[src/rtl/microwave_timer_pkg.sv]
// ----------------------------------------------------------------------------
// microwave_timer_pkg
// Definitions shared by the microwave timer:
//   - state_e   : FSM state encoding (EMPTY=0, SET=1, RUN=2, PAUSE=3)
//   - BCD_W     : width of one BCD display digit
//   - DIGIT_MAX : wrap value of a decimal digit (9)
//   - TENS_MAX  : wrap value of the seconds-tens digit (5)
//   - is_bcd()  : true when a keypad code is a legal decimal digit
// ----------------------------------------------------------------------------
package microwave_timer_pkg;

    localparam int BCD_W = 4;

    localparam logic [BCD_W-1:0] DIGIT_MAX = 4'd9;
    localparam logic [BCD_W-1:0] TENS_MAX  = 4'd5;

    typedef enum logic [1:0] {
        ST_EMPTY = 2'd0,
        ST_SET   = 2'd1,
        ST_RUN   = 2'd2,
        ST_PAUSE = 2'd3
    } state_e;

    function automatic logic is_bcd(input logic [BCD_W-1:0] d);
        return (d <= DIGIT_MAX);
    endfunction

endpackage

[src/rtl/microwave_timer_bcd_down_digit.sv]
// ----------------------------------------------------------------------------
// bcd_down_digit
// One BCD digit of the MM:SS display. It can be cleared, loaded (keypad
// shift) or decremented; a decrement from 0 wraps to WRAP and raises borrow.
//
// Parameters:
//   WRAP        value loaded when decrementing from 0
// Ports:
//   clk         system clock
//   resetn      asynchronous active-low reset (digit -> 0)
//   i_clear     synchronous clear, highest priority
//   i_load      load i_load_val (keypad shift)
//   i_load_val  value to load
//   i_dec       decrement enable (tick or borrow from the lower digit)
//   o_digit     current digit value
//   o_borrow    combinational borrow-out: i_dec while the digit is 0
// ----------------------------------------------------------------------------
module bcd_down_digit
    import microwave_timer_pkg::*;
#(
    parameter logic [BCD_W-1:0] WRAP = DIGIT_MAX
)
(
    input  logic             clk,
    input  logic             resetn,
    input  logic             i_clear,
    input  logic             i_load,
    input  logic [BCD_W-1:0] i_load_val,
    input  logic             i_dec,
    output logic [BCD_W-1:0] o_digit,
    output logic             o_borrow
);

    localparam logic [BCD_W-1:0] ONE = {{(BCD_W-1){1'b0}}, 1'b1};

    logic [BCD_W-1:0] r_digit;

    always_ff @(posedge clk or negedge resetn) begin
        if (!resetn) begin
            r_digit <= '0;
        end else if (i_clear) begin
            r_digit <= '0;
        end else if (i_dec) begin
            r_digit <= (r_digit == '0) ? WRAP : (r_digit - ONE);
        end else if (i_load) begin
            r_digit <= i_load_val;
        end
    end

    assign o_digit  = r_digit;
    assign o_borrow = i_dec && (r_digit == '0);

endmodule

[src/rtl/microwave_timer.sv]
// ----------------------------------------------------------------------------
// microwave_timer
// Keypad-entered MM:SS countdown timer for a microwave oven.
//
// Ports:
//   clk         system clock (rising edge)
//   resetn      asynchronous active-low reset
//   tick        1 Hz single-cycle enable from the clock divider
//   key_valid   strobe qualifying key_digit
//   key_digit   BCD keypad digit; codes above 9 are ignored
//   clearn      synchronous clear, active low, overrides everything
//   count_en    magnetron-on indication; 1 = heating
//   min_tens, min_ones, sec_tens, sec_ones : BCD display digits
//   timer_done  1 while the timer is idle at 00:00 (state EMPTY), registered
//   done_pulse  one-cycle pulse when a running countdown reaches 00:00
//   state       current FSM state (EMPTY/SET/RUN/PAUSE)
// ----------------------------------------------------------------------------
module microwave_timer
    import microwave_timer_pkg::*;
(
    input  logic             clk,
    input  logic             resetn,
    input  logic             tick,
    input  logic             key_valid,
    input  logic [BCD_W-1:0] key_digit,
    input  logic             clearn,
    input  logic             count_en,
    output logic [BCD_W-1:0] min_tens,
    output logic [BCD_W-1:0] min_ones,
    output logic [BCD_W-1:0] sec_tens,
    output logic [BCD_W-1:0] sec_ones,
    output logic             timer_done,
    output logic             done_pulse,
    output logic [1:0]       state
);

    state_e r_state;
    logic   r_timer_done;
    logic   r_done_pulse;

    // Digit 0 is sec_ones, digit 3 is min_tens.
    logic [BCD_W-1:0] w_digit    [4];
    logic [BCD_W-1:0] w_load_val [4];
    logic [4:0]       w_dec_chain;
    logic             w_tick_dec;
    logic             w_shift;
    logic             w_shift_zero;
    logic             w_start;
    logic             w_is_one;
    logic             w_underflow;
    logic             w_clear;

    // Count-enable outranks the keypad, so a key arriving while SET is
    // being started is dropped.
    assign w_start    = (r_state == ST_SET) && count_en;
    assign w_shift    = key_valid && is_bcd(key_digit) &&
                        ((r_state == ST_EMPTY) || ((r_state == ST_SET) && !count_en));
    assign w_tick_dec = clearn && (r_state == ST_RUN) && count_en && tick;

    // The count after a shift is zero when the three surviving digits and
    // the new key are all zero (min_tens is shifted out).
    assign w_shift_zero = (w_digit[2] == '0) && (w_digit[1] == '0) &&
                          (w_digit[0] == '0) && (key_digit == '0);

    // A decrement reaches 00:00 exactly when the count is 00:01.
    assign w_is_one = (w_digit[3] == '0) && (w_digit[2] == '0) &&
                      (w_digit[1] == '0) && (w_digit[0] == 4'd1);

    // A borrow out of min_tens would mean the count wrapped below 00:00;
    // RUN always holds a nonzero count so it is not expected, but if it
    // happens the count is forced back to zero and the run ends.
    assign w_underflow = w_dec_chain[4];
    assign w_clear     = !clearn || w_underflow;

    assign w_dec_chain[0] = w_tick_dec;

    genvar gi;
    generate
        for (gi = 0; gi < 4; gi++) begin : g_digit
            if (gi == 0) begin : g_first
                assign w_load_val[gi] = key_digit;
            end else begin : g_rest
                assign w_load_val[gi] = w_digit[gi-1];
            end

            bcd_down_digit #(
                .WRAP ((gi == 1) ? TENS_MAX : DIGIT_MAX)
            ) u_digit (
                .clk        (clk),
                .resetn     (resetn),
                .i_clear    (w_clear),
                .i_load     (w_shift),
                .i_load_val (w_load_val[gi]),
                .i_dec      (w_dec_chain[gi]),
                .o_digit    (w_digit[gi]),
                .o_borrow   (w_dec_chain[gi+1])
            );
        end
    endgenerate

    // timer_done is kept in its own flop, updated together with the state,
    // so it never decodes combinationally.
    always_ff @(posedge clk or negedge resetn) begin
        if (!resetn) begin
            r_state      <= ST_EMPTY;
            r_timer_done <= 1'b1;
            r_done_pulse <= 1'b0;
        end else begin
            r_done_pulse <= 1'b0;
            if (!clearn) begin
                r_state      <= ST_EMPTY;
                r_timer_done <= 1'b1;
            end else begin
                case (r_state)
                    ST_EMPTY, ST_SET: begin
                        if (w_start) begin
                            r_state      <= ST_RUN;
                            r_timer_done <= 1'b0;
                        end else if (w_shift) begin
                            if (w_shift_zero) begin
                                r_state      <= ST_EMPTY;
                                r_timer_done <= 1'b1;
                            end else begin
                                r_state      <= ST_SET;
                                r_timer_done <= 1'b0;
                            end
                        end
                    end
                    ST_RUN: begin
                        if (!count_en) begin
                            r_state      <= ST_PAUSE;
                            r_timer_done <= 1'b0;
                        end else if (w_tick_dec && (w_is_one || w_underflow)) begin
                            r_state      <= ST_EMPTY;
                            r_timer_done <= 1'b1;
                            r_done_pulse <= 1'b1;
                        end
                    end
                    ST_PAUSE: begin
                        if (count_en) begin
                            r_state      <= ST_RUN;
                            r_timer_done <= 1'b0;
                        end
                    end
                    default: begin
                        r_state      <= ST_EMPTY;
                        r_timer_done <= 1'b1;
                    end
                endcase
            end
        end
    end

    assign min_tens   = w_digit[3];
    assign min_ones   = w_digit[2];
    assign sec_tens   = w_digit[1];
    assign sec_ones   = w_digit[0];
    assign timer_done = r_timer_done;
    assign done_pulse = r_done_pulse;
    assign state      = r_state;

endmodule

[config.mk]
export PLATFORM = sky130hd
export DESIGN_NAME = microwave_timer
export DESIGN_NICKNAME = d
export VERILOG_FILES = /design/src/rtl/microwave_timer_pkg.sv /design/src/rtl/microwave_timer_bcd_down_digit.sv /design/src/rtl/microwave_timer.sv
export SDC_FILE = /design/constraint.sdc
export NUM_CORES = 1
export LEC_CHECK = 0
export CAP_MARGIN = 20
export CORE_MARGIN = 2
export CORE_UTILIZATION = 45
export DETAILED_ROUTE_END_ITERATION = 8
export GPL_ROUTABILITY_DRIVEN = 1
export PLACE_DENSITY_LB_ADDON = 0.08
export SYNTH_ARGS = -nofsm -noshare
export SYNTH_HDL_FRONTEND = slang
export SYNTH_SLANG_ARGS = --single-unit
[constraint.sdc]
create_clock -name clk -period 1.8 [get_ports clk]
set_clock_uncertainty 0.05 [all_clocks]
set_input_delay 0.27 -clock clk [delete_from_list [all_inputs] [get_ports clk]]
set_output_delay 0.27 -clock clk [all_outputs]
set_load 0.05 [all_outputs]
# Word level (Yosys, flattened, before mapping)
# Index checks and enable logic that the tools add are counted.
classes:
  n_addsub: 4
  magnitude_cmp: 1
  n_eq_ne: 7
  reduce_logical: 35
  muxes: 36
op_table:
  columns: ["cell", "count"]
  rows:
  - ["2-to-1 mux 4 bit", 16]
  - ["logical NOT 4 bit", 5]
  - ["logical AND 1 bit", 18]
  - ["subtractor 4 x 1 -> 4 bit, second input constant", 4]
  - ["2-to-1 mux 1 bit", 12]
  - ["2-to-1 mux 2 bit", 6]
  - ["nonzero test 3 bit", 4]
  - ["!= test 4 x 3 -> 1 bit, second input constant", 2]
  - ["one-hot mux 2 bit (3 select lines)", 1]
  - ["== test 2 bit, second input constant", 2]
  - ["== test 4 x 1 -> 1 bit, second input constant", 1]
  - ["<= comparator 4 bit, second input constant", 1]
  - ["logical OR 1 bit", 3]
  - ["!= test 3 bit, second input constant", 1]
  - ["one-hot mux 1 bit (3 select lines)", 1]
  - ["AND reduction 3 bit", 1]
  - ["== test 2 x 1 -> 1 bit, second input constant", 1]
  - ["logical NOT 1 bit", 2]
  - ["logical NOT 2 bit", 1]
  - ["OR reduction 2 bit", 1]
word_totals:
  ff_bits: 20
  inputBits: 10
  out_inout_bits: 20
  elab_cells: 90

# Depth between registers and ports, before layout
# Gate-level depths: netlist of run 1.
logic_depth:
  ltp_word: 14
  mapped_depth: 7
  ltp_nobuf: 5

# By module
# Synthesis of run 1 repeated with hierarchy kept, for this count alone.
unflattened:
  cells_unflattened: 141
  hier_area_um2: 1350.0
by_module_without_submodules:
  columns: ["module", "area_per_inst_um2", "seq_area_each_um2", "cells_per_inst", "n_inst"]
  rows:
  - ["bcd_down_digit (g_digit[0].u_digit ...)", 256.5, 100.1, 26, 3]
  - ["microwave_timer", 325.3, 101.3, 39, 1]
  - ["bcd_down_digit (g_digit[1].u_digit)", 255.2, 100.1, 24, 1]

# Least setup slack after synthesis of run 1
# No wires, ideal clock.
synth_path:
  path_kind: "reg-to-reg"
  startpoint: "register r_state[0] (netlist: state[0])"
  endpoint: "register g_digit[0].u_digit.r_digit[3]"
  required_ns: 1.624
  arrival_ns: 1.834
  setup_ns: 0.126
  stages_incl_launch_ff: 7
  synth_period_minus_slack_ns: 2.010
  setup_slack_ns: -0.210
  path_buffers: 1
  path_cell_list: "dfrtp_1 -> and4b_4 -> nand4_1 -> nor2_1 -> a21o_2 -> buf_6 -> o22ai_1"
synth_via:
  elab_chain_len: 10
  word_cells_on_any_way: 17
  cone_classes: "eq/ne: 2; mux: 2; reduce/logical: 13"
synth_lines:
  columns: ["item", "line_no", "source"]
  rows:
  - ["start: declaration", "microwave_timer.sv:37", "state_e r_state;"]
  - ["start signal: assignment", "microwave_timer.sv:105", "r_state <= ST_EMPTY;"]
  - ["start signal: assignment", "microwave_timer.sv:111", "r_state <= ST_EMPTY;"]
  - ["start signal: assignment", "microwave_timer.sv:117", "r_state <= ST_RUN;"]
  - ["== test 2 bit", "microwave_timer.sv:58", "assign w_tick_dec = clearn && (r_state == ST_RUN) && count_en && tick;"]
  - ["logical AND 1 bit (3 in series)", "microwave_timer.sv:58", null]
  - ["logical AND 1 bit (4 in series)", "microwave_timer_bcd_down_digit.sv:51", "assign o_borrow = i_dec && (r_digit == '0);"]
  - ["logical OR 1 bit", "microwave_timer.sv:73", "assign w_clear = !clearn || w_underflow;"]
  - ["nonzero test 3 bit (no line) or 2-to-1 mux 4 bit (tied branches)", null, null]
  - ["end signal: assignment", "microwave_timer_bcd_down_digit.sv:44", "r_digit <= (r_digit == '0) ? WRAP : (r_digit - ONE);"]
  - ["end signal: assignment", "microwave_timer_bcd_down_digit.sv:46", "r_digit <= i_load_val;"]
  - ["end: declaration", "microwave_timer_bcd_down_digit.sv:36", "logic [BCD_W-1:0] r_digit;"]
# Parallel ways exist; a longest one is shown, timed or not.
# A chain may end at the register's enable or synchronous reset.

# Worst setup path in the final report of run 1
layout_path:
  startpoint: "register r_state[0] (netlist: state[0])"
  endpoint: "register g_digit[3].u_digit.r_digit[0]"
layout_via:
  elab_chain_len: 10
  word_cells_on_any_way: 17
  cone_classes: "eq/ne: 2; mux: 2; reduce/logical: 13"
layout_lines:
  columns: ["item", "line_no"]
  rows:
  - ["== test 2 bit", "microwave_timer.sv:58"]
  - ["logical AND 1 bit (3 in series)", "microwave_timer.sv:58"]
  - ["logical AND 1 bit (4 in series)", "microwave_timer_bcd_down_digit.sv:51"]
  - ["logical OR 1 bit", "microwave_timer.sv:73"]
  - ["nonzero test 3 bit (no line) or 2-to-1 mux 4 bit (tied branches)", null]
  - ["end signal: assignment", "microwave_timer_bcd_down_digit.sv:44"]
  - ["end signal: assignment", "microwave_timer_bcd_down_digit.sv:46"]
  - ["end: declaration", "microwave_timer_bcd_down_digit.sv:36"]
# Parallel ways exist; a longest one is shown, timed or not.

==> impl_metrics.toml, run 1 <==
[run_status]
status = "complete, but fails checks"
violations = "setup timing"

[clocking]
cts_tree = "built"
cts_hold_buf = 0
clockRootBuffer = "clkbuf_4"
clk_latency_ns = 0.30
clk_pin_slew_ns = 0.12
cts_buffers = 3
ctsLongestPathBuffers = 2
cts_max_level = 1
clock-sinks = 20

[setup_path]
cp.arrival_ns = 1.98
cp.required_ns = 1.97
cp-startpoint = "state[0]$_DFFE_PN0P_"
rrSetupSlack_ns = -0.01
rr_worst_depth = 5
reg2reg_to = "g_digit[3].u_digit.o_digit[0]$_DFFE_PN0P_"
start_kind = "flip-flop"
rr_startpoint = "state[0]$_DFFE_PN0P_"
critPathKind = "flip-flop to flip-flop"
crit_end = "g_digit[3].u_digit.o_digit[0]$_DFFE_PN0P_"
worstSetupEndpointType = "flip-flop"
cp_max_fo = 4

[sta]
fin_crit_sh_pct = 100.6
min_period_ns = 1.811
max_freq_mhz = 552.1
relSlewSlack_pct = 75.47
tns_ns = -0.01111
hold_viol_final = 0
rsz0062_at_grt = "yes"
tightest_slew_ns = 0.3641
fin_ws_ns = -0.01111
setup_viol_count_final = 1
finalMaxSlewViolations = 0

[die]
core_um2 = 2758
die_x_um = 57.98
die_h_um = 57.98
die-area_um2 = 3362
start_util_pct = 47.55
num_io_pins = 30
num_rows = 19

[worst_hold_path]
worstHoldPathType = "primary input to asynchronous set/reset pin"

[yosys]
synth_cells = 150
syn_nets = 160
ys_warn_count = 0
seq_area_frac_synth_pct = 38.26
syn_area_per_cell_um2 = 8.742
syn_area_um2 = 1311
ys_ff_latch = 20
synth_cell_type_count = 43

[global_route]
grt_pass1_vias = 1387
grt_start_max_net_pins = 21
gr-total-overflow = 0
antenna_found_initial = 0
grt_pass1_wl_um = 6492
grt_usage_pct = 24.58

[power]
power_mw = 1.607
p_leak_nw = 0.8733
power_density_nw_per_um2 = 800.3
ir_drop_uv = 540.6

[route]
ant_nets = 0
drc_errors = 0
wirelength_um = 4080
firstDrtPassIters = 4
wl_per_cell_um = 16.65
vias_per_cell = 6.176
drtIter0Drc = 103
vias = 1513

[placed_design]
port_buffers = 29
pre_cts_slack_ns = -0.3061
dpl.hpwl_um = 2721
place_congestion = 0.9186
place_inst = 235

[finish]
area_growth_pct = 53.15
nets = 225
final_util_pct = 72.82
final_cells = 245
drive_gt1_share_pct = 45.33
n_antenna_cell = 0

[job]
drv_cap = 0
[cell usage in the layout (no fill, tap or decap), types with 2 or more instances in the layout]
| cell | instances |
|---|---|
| a211oi_1 | 5 |
| a21oi_1 | 8 |
| a21oi_2 | 4 |
| a31oi_1 | 7 |
| and3_1 | 2 |
| buf_4 | 58 |
| clkbuf_4 | 3 |
| clkdlybuf4s50_1 | 9 |
| dfrtp_1 | 11 |
| dfrtp_2 | 8 |
| inv_1 | 2 |
| mux2i_1 | 3 |
| nand2_1 | 8 |
| nand2_2 | 2 |
| nand3_1 | 7 |
| nor2_1 | 13 |
| nor3_2 | 2 |
| nor3_4 | 2 |
| nor4_2 | 2 |
| nor4_4 | 2 |
| o21a_1 | 2 |
| o21ai_0 | 15 |
| o21bai_1 | 3 |
| o22ai_1 | 3 |
| o311a_1 | 2 |
| or4_1 | 2 |
[sequential cells by signal (all words and copies together), names as in the netlist]
register and flops:
state 2, g_digit.u_digit.o_digit 16, done_pulse 1, timer_done 1
[logic make-up (layout without fill, tap and decap cells)]
logic type	after synthesis	count (layout)	synth area share, %
AO/OA/AOI/OAI	63	63	31.01
buffers and inverters	11	74	5.343
flip-flops	20	20	38.26
multiplexers	3	3	2.290
AND/OR/NAND/NOR	53	54	23.09
[synthesized netlist by cell type]
| cell | instances | area, µm² |
|---|---|---|
| a211o_1 | 1 | 8.760 |
| a211oi_1 | 5 | 37.54 |
| a21bo_2 | 1 | 10.01 |
| a21o_1 | 1 | 7.510 |
| a21o_2 | 1 | 8.760 |
| a21oi_1 | 12 | 60.06 |
| a221oi_1 | 1 | 8.760 |
| a311oi_1 | 1 | 8.760 |
| a31oi_1 | 8 | 50.05 |
| a41oi_1 | 1 | 8.760 |
| and3_1 | 2 | 12.51 |
| and3b_1 | 1 | 8.760 |
| and4b_4 | 1 | 13.76 |
| buf_2 | 5 | 25.02 |
| buf_6 | 3 | 33.78 |
| clkbuf_1 | 1 | 3.750 |
| dfrtp_1 | 19 | 475.5 |
| dfstp_2 | 1 | 26.28 |
| inv_1 | 2 | 7.510 |
| mux2i_1 | 3 | 30.03 |
| nand2_1 | 9 | 33.78 |
| nand2_2 | 1 | 6.260 |
| nand3_1 | 8 | 40.04 |
| nand3b_1 | 1 | 7.510 |
| nand4_1 | 1 | 6.260 |
| nor2_1 | 14 | 52.55 |
| nor2b_1 | 1 | 6.260 |
| nor3_1 | 2 | 10.01 |
| nor3_2 | 3 | 30.03 |
| nor4_1 | 4 | 25.02 |
| nor4_4 | 1 | 21.27 |
| o211ai_1 | 1 | 7.510 |
| o21a_1 | 2 | 15.01 |
| o21ai_0 | 16 | 80.08 |
| o21ai_1 | 1 | 5.000 |
| o21bai_1 | 3 | 22.52 |
| o221a_2 | 1 | 11.26 |
| o22ai_1 | 3 | 18.77 |
| o311a_1 | 2 | 20.02 |
| o311ai_0 | 1 | 8.760 |
| o32ai_1 | 1 | 8.760 |
| or3_1 | 1 | 6.260 |
| or4_1 | 3 | 22.52 |
[layer usage]
layer  up-vias  wire, µm  GRT usage, %  part of all wire, %
met2        59      2018         39.29                   49
met4         0        51         5.980                  1.3
met5         -         0             0                    0
met1       734      1771         35.80                   43
met3         6       238         2.679                  5.8
li1        714         -             -                    -
[timing repair]
item | 4_1_cts | 5_1_grt
pin swaps | 3 | 10
buffers inserted | 1 | 4
endpoints found under the setup margin | 17 | 19
gates resized for setup | 4 | 17
cloned | 1 | 0
[cell type report]
type                            instances  area, µm²
Clock inverter                          1      30.03
Sequential cell                        20      511.7
Tap cell                               31      38.79
Timing Repair Buffer                   68      545.5
Clock buffer                            3      22.52
Inverter                                2      7.507
Multi-Input combinational cell        120      852.1
Fill cell                             219      749.5
[where the power goes]
group	internal, mW	switching [mW]	total [mW]
clock	0.225	0.141	0.366
sequential	0.492	0.0404	0.533
combinational	0.289	0.419	0.708
total	1.01	0.601	1.61
[stage by stage]
step	hold WS [ns]	cell area, µm²
final	0.2480	2008
after global routing	0.2719	2008
after CTS	0.2601	1896
after detailed placement	0.5208	1818
after global placement	0.5011	1818
after floorplan	-0.07559	1346
[worst max-delay path: stages, from the launching register on]
cell and delay, ns:
dfrtp_2 0.42, and4b_4 0.37, nand4_1 0.17, buf_4 0.20, or3_1 0.36, a31oi_1 0.16
[worst min path at each step]
stage | startpoint | to | slack [ns]
after floorplan | resetn | done_pulse$_DFF_PN0_ | -0.08
after global placement | timer_done$_DFFE_PN1P_ | timer_done$_DFFE_PN1P_ | 0.50
after detailed placement | timer_done$_DFFE_PN1P_ | timer_done$_DFFE_PN1P_ | 0.52
after CTS | resetn | g_digit[0].u_digit.o_digit[3]$_DFFE_PN0P_ | 0.26
after global routing | resetn | state[0]$_DFFE_PN0P_ | 0.27
final | resetn | state[0]$_DFFE_PN0P_ | 0.25
(Power assumes the default switching activity.)
==> run 2: changes to the inputs <==
Settings changed: CORE_ASPECT_RATIO set to 2.
==> run 2 against run 1 <==
  * The flow still finishes with violations (setup timing)
  * Clock-buffer cell count up 1
  * Global-route usage up 3.5 points
  * Critical path depth unchanged
  * Register-to-register slack worse by 0.03 ns
  * Flip-flop and latch count unchanged
  * Total power up 1.1%
  * Combinational power up 9.6%
  * Hold slack better by 0.059 ns
  * Clock power down 12%
  * Critical endpoint is now g_digit[2].u_digit.o_digit[3]$_DFFE_PN0P_
  * Largest power group unchanged
==> impl_metrics.toml, run 2 (synthesis results as in run 1) <==
[finish]
n_antenna_cell = 0
largest_reg_flops = 16
nFillCells = 205
nets = 235
multi_input_area_um2 = 864.6
layout_commonest_cell = "buf_4"
drive_gt1_share_pct = 46.88
most-common-layout-cells = "buf_4 (66), o21ai_0 (14), nor2_1 (13)"
area_growth_pct = 59.92
regArea_um2 = 511.7
final_cells = 253

[route]
vias = 1550
firstDrtPassIters = 6
drtIter0Drc = 82
vias_per_cell = 6.126
drc_errors = 0
ant_nets = 0
wl_per_cell_um = 18.75
wirelength_um = 4744

[setup_path]
critPathKind = "flip-flop to flip-flop"
cp_max_fo = 8
rr_worst_depth = 5
rr_startpoint = "g_digit[0].u_digit.o_digit[0]$_DFFE_PN0P_"
cp.required_ns = 1.90
rrSetupSlack_ns = -0.04
start_kind = "flip-flop"
worstSetupEndpointType = "flip-flop"
cp.arrival_ns = 1.94
reg2reg_to = "g_digit[2].u_digit.o_digit[3]$_DFFE_PN0P_"

[die]
num_io_pins = 30
die-area_um2 = 3388
die_x_um = 42.17
core_um2 = 2770
die_h_um = 80.34
num_rows = 27
start_util_pct = 47.34

[global_route]
grt_usage_pct = 28.12
gr-total-overflow = 0
grt_start_max_net_pins = 21
grt_pass1_vias = 1529
antenna_found_initial = 0
grt_pass1_wl_um = 7245

[sta]
setup_viol_count_final = 3
rsz0062_at_grt = "yes"
fin_ws_ns = -0.04061
hold_viol_final = 0
tightest_slew_ns = 0.4845
fin_crit_sh_pct = 102.3
finalMaxSlewViolations = 0
min_period_ns = 1.841
whs_ns = 0.3069
relSlewSlack_pct = 67.60
tns_ns = -0.06940
max_freq_mhz = 543.3

[placed_design]
pre_cts_slack_ns = -0.3482
dpl.hpwl_um = 3224
place_inst = 243
port_buffers = 29
place_congestion = 0.8169

[clocking]
cts_max_level = 1
cts_buffers = 3
cts_tree = "built"
clk_latency_ns = 0.26
clk_pin_slew_ns = 0.08
clock-sinks = 20
cts_hold_buf = 0
clockRootBuffer = "clkbuf_8"
ctsLongestPathBuffers = 2

[worst_hold_path]
worstHoldPathType = "primary input to asynchronous set/reset pin"

[power]
ir_drop_uv = 653.3
p_comb_share_pct = 47.8
power.switching_uw = 648.4
clkPwrFrac_pct = 19.8
power_density_nw_per_um2 = 774.6
p_leak_nw = 0.9270
switching_share_pct = 39.91
p_seq_share_pct = 32.4
p_int_uw = 976.0
power_mw = 1.624

[job]
drv_cap = 0

[run_status]
status = "complete, but fails checks"
violations = "setup timing"
-- run 2: cell count changes in the layout (fill, tap and decap cells not counted), moves of 2 or more --
cell / change
clkbuf_4: -3
clkbuf_8: +3
buf_4: +8
dlymetal6s2s_1: +2
a21oi_2: -2
-- run 2: critical path, stage by stage, from the launching register on --
cell and delay [ns]:
dfrtp_2 0.44, nor4_4 0.35, nand2_2 0.20, or4_4 0.47, a21oi_2 0.16, a211oi_1 0.06
-- run 2: how the worst max path moves through the flow --
stage | startpoint | end | slack [ns] | depth (start not counted)
floorplan | g_digit[0].u_digit.o_digit[1]$_DFFE_PN0P_ | g_digit[2].u_digit.o_digit[0]$_DFFE_PN0P_ | -0.1 | 6
global placement | count_en | g_digit[0].u_digit.o_digit[3]$_DFFE_PN0P_ | -0.26 | 6
detailed placement | clearn | g_digit[0].u_digit.o_digit[3]$_DFFE_PN0P_ | -0.35 | 6
CTS | g_digit[0].u_digit.o_digit[2]$_DFFE_PN0P_ | g_digit[3].u_digit.o_digit[2]$_DFFE_PN0P_ | -0.004 | 6
global route | g_digit[0].u_digit.o_digit[0]$_DFFE_PN0P_ | g_digit[2].u_digit.o_digit[3]$_DFFE_PN0P_ | -0.1 | 6
finish | g_digit[0].u_digit.o_digit[0]$_DFFE_PN0P_ | g_digit[2].u_digit.o_digit[3]$_DFFE_PN0P_ | -0.04 | 5
-- run 2: area by class of cell --
cell class | count | area share [%]
inverter | 2 | 0.3580
sequential | 20 | 24.40
clock buffer | 4 | 2.148
tap | 29 | 1.730
multi-input combinational | 120 | 41.23
timing repair buffer | 78 | 30.13
-- run 2: power groups by stage --
stage | sequential [mW] | combinational [mW] | clock [mW]
detailed placement | 0.533 | 0.675 | 0
CTS | 0.526 | 0.698 | 0.318
global placement | 0.532 | 0.658 | 0
global route | 0.532 | 0.824 | 0.334
finish | 0.527 | 0.776 | 0.321
floorplan | 0.680 | 0.245 | 0
-- run 2: through the flow --
step	util, %	instance area (µm²)
floorplan	-	1346
global placement	68.34	1893
detailed placement	68.34	1893
CTS	71.14	1971
global route	75.70	2097
finish	75.70	2097
-- run 2: per-layer routing --
layer  vias up  GRT usage (%)  share of wire, %
li1        735              -                 -
met1       743          30.70                37
met2        62          53.54                57
met3        10          2.022               3.9
met4         0          11.88               2.1
met5         -              0                 0
-- run 2: timing repair --
| action | CTS | global route |
|---|---|---|
| gates cloned | 1 | 0 |
| buffers inserted | 1 | 4 |
| endpoints found under the hold margin | 0 | 0 |
| resized for setup | 4 | 22 |
| pin swaps | 3 | 9 |
| endpoints found under the setup margin | 18 | 16 |
==> run 3: changes to the inputs <==
Settings changed: ABC_AREA set to 1, CORE_UTILIZATION 45 to 46.
==> run 3 against run 2 <==
  * The run now ends clean
  * Combinational power down 34%
  * Non-clock buffer count down 26
  * Cell area fell by 7.2%
  * Hold slack got worse by 0.0037 ns
  * Core utilization down 13 points
  * Sequential power barely moved
  * First-iteration DRC count decreased by 39%
  * Highest routed layer unchanged
==> impl_metrics.toml, run 3 <==
[clocking]
cts_hold_buf = 0
clk_pin_slew_ns = 0.08
post_cts_resized = 0
clk_latency_ns = 0.26
cts_buffers = 3
clock-sinks = 20
cts_max_level = 1
cts_setup_buffers = 0
clockRootBuffer = "clkbuf_8"
cts_tree = "built"
ctsLongestPathBuffers = 2

[route]
drc_errors = 0
firstDrtPassIters = 6
vias_per_cell = 5.364
drtIter0Drc = 50
vias = 1534
wirelength_um = 3637
wl_per_cell_um = 12.72
ant_nets = 0

[power]
p_leak_nw = 1.029
p_int_uw = 813.4
power_density_nw_per_um2 = 690.3
power.switching_uw = 530.6
ir_drop_uv = 499.0
p_comb_share_pct = 38.0
p_seq_share_pct = 39.3
clkPwrFrac_pct = 22.7
switching_share_pct = 39.48
power_mw = 1.344

[placed_design]
placed_area_um2 = 1892
place_inst = 282
dpl.hpwl_um = 2893
port_buffers = 29
place_congestion = 0.8107

[die]
num_rows = 29
num_io_pins = 30
core_um2 = 3084
die_h_um = 83.64
die_x_um = 43.82
start_util_pct = 47.30
die-area_um2 = 3665

[setup_path]
rr_worst_depth = 9
cpPeakStageDelay_ns = 0.80
rrSetupSlack_ns = 0.14
critPathKind = "flip-flop to primary output"
worstPathCellList = "clkdlybuf4s50_1"
cp-startpoint = "done_pulse$_DFF_PN0_"
cp_top_family = "buffers and inverters"
rr_startpoint = "g_digit[1].u_digit.o_digit[0]$_DFFE_PN0P_"
cp.arrival_ns = 1.38
crit_end = "done_pulse"
cp_num_cells = 1
cp.required_ns = 1.48
cp_max_fo = 1
worstSetupEndpointType = "primary output"
reg2reg_to = "g_digit[0].u_digit.o_digit[3]$_DFFE_PN0P_"
slowest_stage = "clkdlybuf4s50_1"
worst-path-buf-inv = 1
start_kind = "flip-flop"

[sta]
rsz0062_at_grt = "no"
finalMaxSlewViolations = 0
relSlewSlack_pct = 66.59
setup_viol_count_final = 0
fin_crit_sh_pct = 94.59
tightest_slew_ns = 0.4995
max_freq_mhz = 587.3
tns_ns = 0
hold_viol_final = 0
min_period_ns = 1.703

[yosys]
synth_area_leaders = "dfrtp_1 (33%), nand2_1 (13%), nand3_1 (9.3%)"
syn_area_um2 = 1459
synth_top_family_by_area = "simple AND/OR/NAND/NOR gates"
synth_top_cell_by_area = "dfrtp_1"
syn_area_per_cell_um2 = 7.222
synth_edf_count = 0
ys_warn_count = 0
ys.flop_type = "dfrtp_1"
synth-async-reset-ratio_pct = 100.0
synth_adder_area_share_pct = 0
synth_top_area_share_pct = 32.59
syn_nets = 212
synth-simple-area-share_pct = 39.79
synthXorXnorAreaFrac_pct = 1.201
seq_area_frac_synth_pct = 34.39
synth_cells = 202
ys_ff_latch = 20
synth.most_common_cell = "nand2_1"
yosys-top-cells-count = "nand2_1 (49), nand3_1 (27), inv_1 (26)"
synth_compound_area_share_pct = 14.84
synth_cell_type_count = 27
muxShareOfSynthArea_pct = 0

[finish]
drive_gt1_share_pct = 25.88
layout_commonest_cell = "nand2_1"
nets = 266
final_cells = 286
fin_area_um2 = 1947
n_antenna_cell = 0
most-common-layout-cells = "nand2_1 (48), buf_4 (41), nand3_1 (27)"
area_growth_pct = 33.45
largest_reg_flops = 16
final_util_pct = 63.12

[global_route]
grt_usage_pct = 23.00
antenna_found_initial = 0
gr-total-overflow = 0
grt_pass1_vias = 1507
grt_pass1_wl_um = 6589
grt_start_max_net_pins = 21

[worst_hold_path]
worstHoldPathType = "primary input to asynchronous set/reset pin"

[job]
drv_cap = 0

[run_status]
status = "completed"
## run 3: changes by cell type in the layout (fill, tap and decap cells not counted), moves of 6 or more
cell     before  now
dfrtp_2       8    0
buf_4        66   41
a21oi_1       9    3
nand2_1       8   48
nand3_1       8   27
a31oi_1       8    1
dfrtp_1      11   19
inv_1         2   26
## run 3: logic make-up after synthesis
logic type                count (synthesis)
and+or+nand+nor                         111
AOI/OAI and AO/OA                        38
xor gates and xnor gates                  2
DFF                                      20
buffers and inverters                    31
## run 3: area by class of cell
class	count	area, µm²
flip-flops and latches	20	501.7
multi-input cells	151	824.5
fillers	297	1137
well taps	31	38.79
inverters	28	108.9
clock buffers	4	45.04
repair buffers	52	427.9
## run 3: stage by stage
step	setup WS, ns	hold slack [ns]
global placement	-0.1214	0.4145
floorplan	0.009249	-0.07559
detailed placement	-0.1542	0.4155
finish	0.09741	0.3032
global route	0.007874	0.3304
CTS	0.08259	0.3077
## run 3: how the worst min path moves through the flow
stage	from	to	slack, ns	depth (start not counted)
6_report	resetn	g_digit[3].u_digit.o_digit[3]$_DFFE_PN0P_	0.30	2
5_1_grt	resetn	g_digit[2].u_digit.o_digit[3]$_DFFE_PN0P_	0.33	2
4_1_cts	resetn	g_digit[1].u_digit.o_digit[2]$_DFFE_PN0P_	0.31	2
3_5_place_dp	timer_done$_DFFE_PN1P_	timer_done$_DFFE_PN1P_	0.42	2
3_3_place_gp	timer_done$_DFFE_PN1P_	timer_done$_DFFE_PN1P_	0.41	2
2_1_floorplan	resetn	done_pulse$_DFF_PN0_	-0.08	0
## run 3: per-layer routing
layer | vias to the layer above | global-route usage [%] | wire [µm]
met5 | - | 0 | 0
met4 | 0 | 7.713 | 44
met3 | 4 | 3.030 | 122
met2 | 25 | 39.97 | 2052
met1 | 727 | 27.76 | 1417
li1 | 778 | - | -
## run 3: power groups by stage
stage          clock network [mW]  registers [mW]  logic (mW)
2_1_floorplan                   0           0.641       0.232
3_3_place_gp                    0           0.535       0.503
3_5_place_dp                    0           0.535       0.508
4_1_cts                     0.322           0.527       0.510
5_1_grt                     0.340           0.533       0.563
6_report                    0.305           0.528       0.511
